<file path="config.mk">
export PLATFORM = sky130hd
export DESIGN_NAME = stream_fanout
export DESIGN_NICKNAME = d
export VERILOG_FILES = /design/src/rtl/stream_fanout_pkg.sv /design/src/rtl/stream_fanout_chan.sv /design/src/rtl/stream_fanout.sv
export SDC_FILE = /design/constraint.sdc
export NUM_CORES = 1
export LEC_CHECK = 0
export CAP_MARGIN = 20
export CORE_ASPECT_RATIO = 0.9
export CORE_UTILIZATION = 37
export DETAILED_ROUTE_END_ITERATION = 12
export GPL_TIMING_DRIVEN = 0
export HOLD_SLACK_MARGIN = 0.03
export PLACE_DENSITY = 0.75
export SLEW_MARGIN = 20
export SYNTH_ARGS = -nofsm -noshare
export SYNTH_HDL_FRONTEND = slang
export SYNTH_HIERARCHICAL = 1
export SYNTH_SLANG_ARGS = --single-unit
</file>
<file path="constraint.sdc">
create_clock -name clk -period 1.79 [get_ports clk]
set_clock_uncertainty 0.1 [all_clocks]
set_input_delay 0.358 -clock clk [delete_from_list [all_inputs] [get_ports clk]]
set_output_delay 0.358 -clock clk [all_outputs]
set_load 0.005 [all_outputs]
</file>
<file path="src/rtl/stream_fanout_pkg.sv">
`default_nettype none
// ============================================================================
//  Module      : stream_fanout_pkg
//  Description : Shared types, limits and helpers for the stream_fanout block:
//                wide channel-mask type, statistics counter ceiling and a
//                width-aware saturating increment.
//  Revision    : 1.0 - initial release
// ============================================================================
package stream_fanout_pkg;

    // Widest channel count and counter width the block is built for.
    localparam int MAX_CH     = 32;
    localparam int STAT_W_MAX = 32;

    // Channel mask wide enough for any legal NUM_CH; narrower masks are
    // zero-extended into it.
    typedef logic [MAX_CH-1:0] chan_mask_t;

    // All-ones value of the widest statistics counter.
    localparam logic [STAT_W_MAX-1:0] STAT_MAX = '1;

    // Saturating increment of a counter that is 'width' bits wide, carried
    // in a STAT_W_MAX-bit container. Holds at all-ones of the real width.
    function automatic logic [STAT_W_MAX-1:0] sat_inc(
        input logic [STAT_W_MAX-1:0] value,
        input int unsigned           width
    );
        logic [STAT_W_MAX-1:0] limit;
        if (width >= STAT_W_MAX) begin
            limit = STAT_MAX;
        end else begin
            limit = STAT_MAX >> (STAT_W_MAX - width);
        end
        if (value >= limit) begin
            return limit;
        end
        return value + 1'b1;
    endfunction

endpackage : stream_fanout_pkg
`default_nettype wire

</file>
<file path="src/rtl/stream_fanout_chan.sv">
`default_nettype none
// ============================================================================
//  Module      : stream_fanout_chan
//  Description : One consumer channel of stream_fanout. Holds the per-channel
//                pending flag, detects the take handshake and, when
//                STREAM_FANOUT_STATS_EN is defined, keeps saturating counters
//                of takes and stall cycles.
//  Revision    : 1.0 - initial release
// ============================================================================
module stream_fanout_chan
    import stream_fanout_pkg::*;
#(
    parameter int STAT_W = 16
) (
    input  logic              clk,
    input  logic              rst,
    input  logic              accept,
    input  logic              en,
    input  logic              out_ready,
    output logic              pending,
    output logic              take
`ifdef STREAM_FANOUT_STATS_EN
    ,
    output logic [STAT_W-1:0] stat_xfer,
    output logic [STAT_W-1:0] stat_stall
`endif
);

    logic r_pending;

    // A take is a completed handshake on this channel.
    assign take    = r_pending & out_ready;
    assign pending = r_pending;

    // Pending flag: a new item loads the sampled enable, overriding any
    // take of the previous item in the same cycle; otherwise a take clears it.
    always_ff @(posedge clk) begin
        if (rst) begin
            r_pending <= 1'b0;
        end else if (accept) begin
            r_pending <= en;
        end else if (take) begin
            r_pending <= 1'b0;
        end
    end

`ifdef STREAM_FANOUT_STATS_EN
    logic [STAT_W-1:0] r_xfer;
    logic [STAT_W-1:0] r_stall;

    assign stat_xfer  = r_xfer;
    assign stat_stall = r_stall;

    // Saturating counters of takes and of cycles spent offered but not taken.
    always_ff @(posedge clk) begin
        if (rst) begin
            r_xfer  <= '0;
            r_stall <= '0;
        end else begin
            if (take) begin
                r_xfer <= STAT_W'(sat_inc(STAT_W_MAX'(r_xfer), STAT_W));
            end
            if (r_pending && !out_ready) begin
                r_stall <= STAT_W'(sat_inc(STAT_W_MAX'(r_stall), STAT_W));
            end
        end
    end
`endif

endmodule : stream_fanout_chan
`default_nettype wire

</file>
<file path="src/rtl/stream_fanout.sv">
`default_nettype none
// ============================================================================
//  Module      : stream_fanout
//  Description : Eager fork of one ready/valid source onto NUM_CH consumers.
//                A single shared output register holds the current item and
//                its sequence tag; the item retires once every channel that
//                was enabled at acceptance has taken it. 1-cycle latency,
//                1 item/cycle when all enabled consumers are ready.
//                Optional per-channel statistics: define STREAM_FANOUT_STATS_EN.
//  Revision    : 1.0 - initial release
// ============================================================================
module stream_fanout
    import stream_fanout_pkg::*;
#(
    parameter int DATA_W = 32,
    parameter int NUM_CH = 2,
    parameter int SEQ_W  = 8,
    parameter int STAT_W = 16
) (
    input  logic                     clk,
    input  logic                     rst,
    input  logic                     in_valid,
    output logic                     in_ready,
    input  logic [DATA_W-1:0]        in_data,
    input  logic [NUM_CH-1:0]        ch_en,
    output logic [NUM_CH-1:0]        out_valid,
    input  logic [NUM_CH-1:0]        out_ready,
    output logic [DATA_W-1:0]        out_data,
    output logic [SEQ_W-1:0]         out_seq,
    output logic                     busy
`ifdef STREAM_FANOUT_STATS_EN
    ,
    output logic [NUM_CH*STAT_W-1:0] stat_xfer,
    output logic [NUM_CH*STAT_W-1:0] stat_stall
`endif
);

    // Elaboration-time guards on the configuration.
    if (NUM_CH < 1 || NUM_CH > MAX_CH) begin : g_chk_num_ch
        $error("stream_fanout: NUM_CH out of range");
    end
    if (STAT_W < 1 || STAT_W > STAT_W_MAX) begin : g_chk_stat_w
        $error("stream_fanout: STAT_W out of range");
    end

    logic [NUM_CH-1:0] w_pending;
    logic [NUM_CH-1:0] w_take;
    logic              w_accept;
    chan_mask_t        w_pending_ext;

    logic [DATA_W-1:0] r_data;
    logic [SEQ_W-1:0]  r_seq_out;
    logic [SEQ_W-1:0]  r_seq_next;

    // The source may advance only if every channel is either idle or taking
    // its copy this cycle; this is what lets a new item overwrite the
    // shared register without losing anything.
    assign in_ready  = &(~w_pending | out_ready);
    assign w_accept  = in_valid & in_ready;

    assign out_valid     = w_pending;
    assign out_data      = r_data;
    assign out_seq       = r_seq_out;
    assign w_pending_ext = chan_mask_t'(w_pending);
    assign busy          = |w_pending_ext;

    // Shared payload and sequence registers; loaded on every acceptance,
    // including items dropped by an all-zero enable mask.
    always_ff @(posedge clk) begin
        if (rst) begin
            r_data     <= '0;
            r_seq_out  <= '0;
            r_seq_next <= '0;
        end else if (w_accept) begin
            r_data     <= in_data;
            r_seq_out  <= r_seq_next;
            r_seq_next <= r_seq_next + 1'b1;
        end
    end

    for (genvar i = 0; i < NUM_CH; i++) begin : g_ch
        stream_fanout_chan #(
            .STAT_W     (STAT_W)
        ) u_chan (
            .clk        (clk),
            .rst        (rst),
            .accept     (w_accept),
            .en         (ch_en[i]),
            .out_ready  (out_ready[i]),
            .pending    (w_pending[i]),
            .take       (w_take[i])
`ifdef STREAM_FANOUT_STATS_EN
            ,
            .stat_xfer  (stat_xfer[i*STAT_W +: STAT_W]),
            .stat_stall (stat_stall[i*STAT_W +: STAT_W])
`endif
        );
    end

    // Per-channel take strobes are consumed inside the channels (pending
    // clear and statistics); the top only needs the reduction below.
    logic w_any_take;
    assign w_any_take = |w_take;

    // Debug-visible registered flag: at least one channel took an item in
    // the previous cycle. Kept internal so the take strobes have a consumer
    // at the top level in every build.
    logic r_took;
    always_ff @(posedge clk) begin
        if (rst) begin
            r_took <= 1'b0;
        end else begin
            r_took <= w_any_take;
        end
    end

    logic w_unused;
    assign w_unused = r_took;

endmodule : stream_fanout
`default_nettype wire
</file>
==> reports/qor.txt <==
Final Hold Fails: 0
Worst Tran Pin Value: 0.537 ns
post-route ant nets: 0
antenna violations before repair: 0
largest net degree at the start of global routing: 14
RSZ-0062 raised after global routing: yes
Ant. Diodes: 0
filler instances: 435
Max VDD drop: 0.000579 V
Max Clk Rate: 564 MHz
full die area: 5230 um^2
Setup crit start kind: register
routed wire length: 4.51 mm
Worst-path clk slew: 0.08 ns
die height: 68.7 um
Crit Path Max Fanout: 6
layout cells sized above 1: 8.78%
crit path cell chain: nor2b_4 -> or3b_1 -> buf_6 -> or4_4 -> a21oi_2
total gr overflow: 0
synthesized instance count: 226
min Tclk post-route: 1.77 ns
DP HPWL: 3.26 mm
overall routing resource usage: 17.2%
Die W: 76.1 um
first-pass GRT wire length: 7.08 mm
routability cong.: 0.799
Leak: 1.06 nW
sequential standard cell area: 1000 um^2
Vias/cell: 4.64
Core Util, Final: 62.5%
Layout area overhead: 57.3%
clock sink count: 50
# port buffers: 82
Worst EP arrival: 1.90 ns
Starting Density: 39.7%
CP max stage cell: or4_4
CTS buffer count: 5
Hold Buf Count CTS: 0
CP Capture Type: register
clk_lat worst skew: 0.29 ns
row count: 23
CP max stage delay: 0.48 ns
Setup CP Type: register to register
# IOs: 83
power density cells: 759 nW/um^2
status: finished, final reports clean
WP buf/inv: 1
Final Max Slew Viols: 0
area of the multi-input gates: 773 um^2
Mean Syn Cell Area: 8.09 um^2
via count: 1767
Post-Syn Nets: 266
Tot Pwr: 0.00218 W
Hold WC Path Type: register to register
Syn. warnings: 6
Max H-tree Level: 2
routed len/inst: 11.8 um
fin crit share: 99.1%
Core Area: 4600 um^2
CTS Buffer Depth: 2
vias in the first global route: 1532
Critical Path RT: 1.91 ns
Mapped Area: 1830 um^2
drt pass-1 iters: 4
final setup fails: 0
CTS tree: done
CTS root buf: clkbuf_8
DR iter-0 viols: 59
worst relative slew slack: 64.2%
Crit path max-delay family: simple AND/OR/NAND/NOR gates
max-cap violations: 0
fin nets: 360
DRC Markers: 0
## registers in the layout (all words and copies together), names as in the netlist
register	count
r_seq_next	8
out_data	32
g_ch.u_chan/pending	2
out_seq	8
## layer usage
layer  share of wire [%]  wire length [um]  GRT usage, %
met3                 4.7               210          4.21
met4                0.73                33          5.77
met1                  48              2150          21.4
met5                   0                 0             0
met2                  47              2120          30.0
## cells in the final DEF (no fill, tap or decap)
| cell type | n |
|---|---|
| clkbuf_2 | 3 |
| buf_4 | 6 |
| clkbuf_1 | 3 |
| nand3_1 | 1 |
| nor4_1 | 1 |
| nand2_1 | 86 |
| clkdlybuf4s50_1 | 77 |
| nand4_1 | 3 |
| dfxtp_2 | 2 |
| a21oi_2 | 1 |
| buf_6 | 2 |
| dfxtp_1 | 48 |
| or2_2 | 1 |
| nor2_1 | 6 |
| or4_1 | 1 |
| ha_1 | 1 |
| nor2b_4 | 2 |
| nor3_1 | 2 |
| xnor2_1 | 5 |
| nor4b_1 | 1 |
| buf_2 | 3 |
| or3b_1 | 3 |
| clkinv_4 | 1 |
| clkbuf_8 | 6 |
| o31ai_1 | 2 |
| dlygate4sd2_1 | 5 |
| or4_4 | 1 |
| buf_1 | 2 |
| a21oi_1 | 44 |
## worst min-delay path: cells and delay by family, from the launching register on
family / cells / cell delay (ns)
and+or+nand+nor: 1 / 0.05
DFF: 1 / 0.31
AOI/OAI and AO/OA: 1 / 0.05
## power breakdown
group,leakage [nW],switching (W),internal [W]
Clock,0.0431,0.000330,0.000298
Combinational,0.607,0.000144,0.000216
Sequential,0.410,0.0000299,0.00117
## cell type report
class | instances | share of cell area, %
flip-flops and latches | 50 | 34.9
repair buffers | 88 | 29.9
multi-input cells | 161 | 26.9
clock buffers | 6 | 2.87
well taps | 62 | 2.70
plain buffers | 13 | 2.48
inverters | 1 | 0.304
## stage by stage
step                cell area [um^2]  setup TNS, ns  setup slack (ns)  std cells  hold WS, ns
floorplan                       1830              0            0.0354        226        0.327
global placement                2730         -18.78            -0.590        370        0.341
detailed placement              2730         -20.44            -0.630        370        0.346
CTS                             2870              0           0.00217        381        0.357
global route                    2880          -1.27           -0.0796        381        0.372
finish                          2880              0            0.0165        381        0.354
## timing repair
action                                  CTS  global route
pin swaps                                 5             0
hold endpoints to repair                  0             0
buffers inserted                          5             1
endpoints found under the setup margin   46            42
resized for setup                        13             9
## worst paths after layout
kind,start,end,slack (ns),cells past startpoint
setup reg to reg,g_ch[0].u_chan/pending$_SDFFE_PP0P_,r_seq_next[5]$_SDFFE_PP0P_,0.02,5
setup / recovery,g_ch[0].u_chan/pending$_SDFFE_PP0P_,r_seq_next[5]$_SDFFE_PP0P_,0.02,5
hold / removal,out_data[6]$_SDFFE_PP0P_,out_data[6]$_SDFFE_PP0P_,0.35,2
hold reg to reg,out_data[6]$_SDFFE_PP0P_,out_data[6]$_SDFFE_PP0P_,0.35,2
No activity file was read; power rests on OpenSTA's default activity.
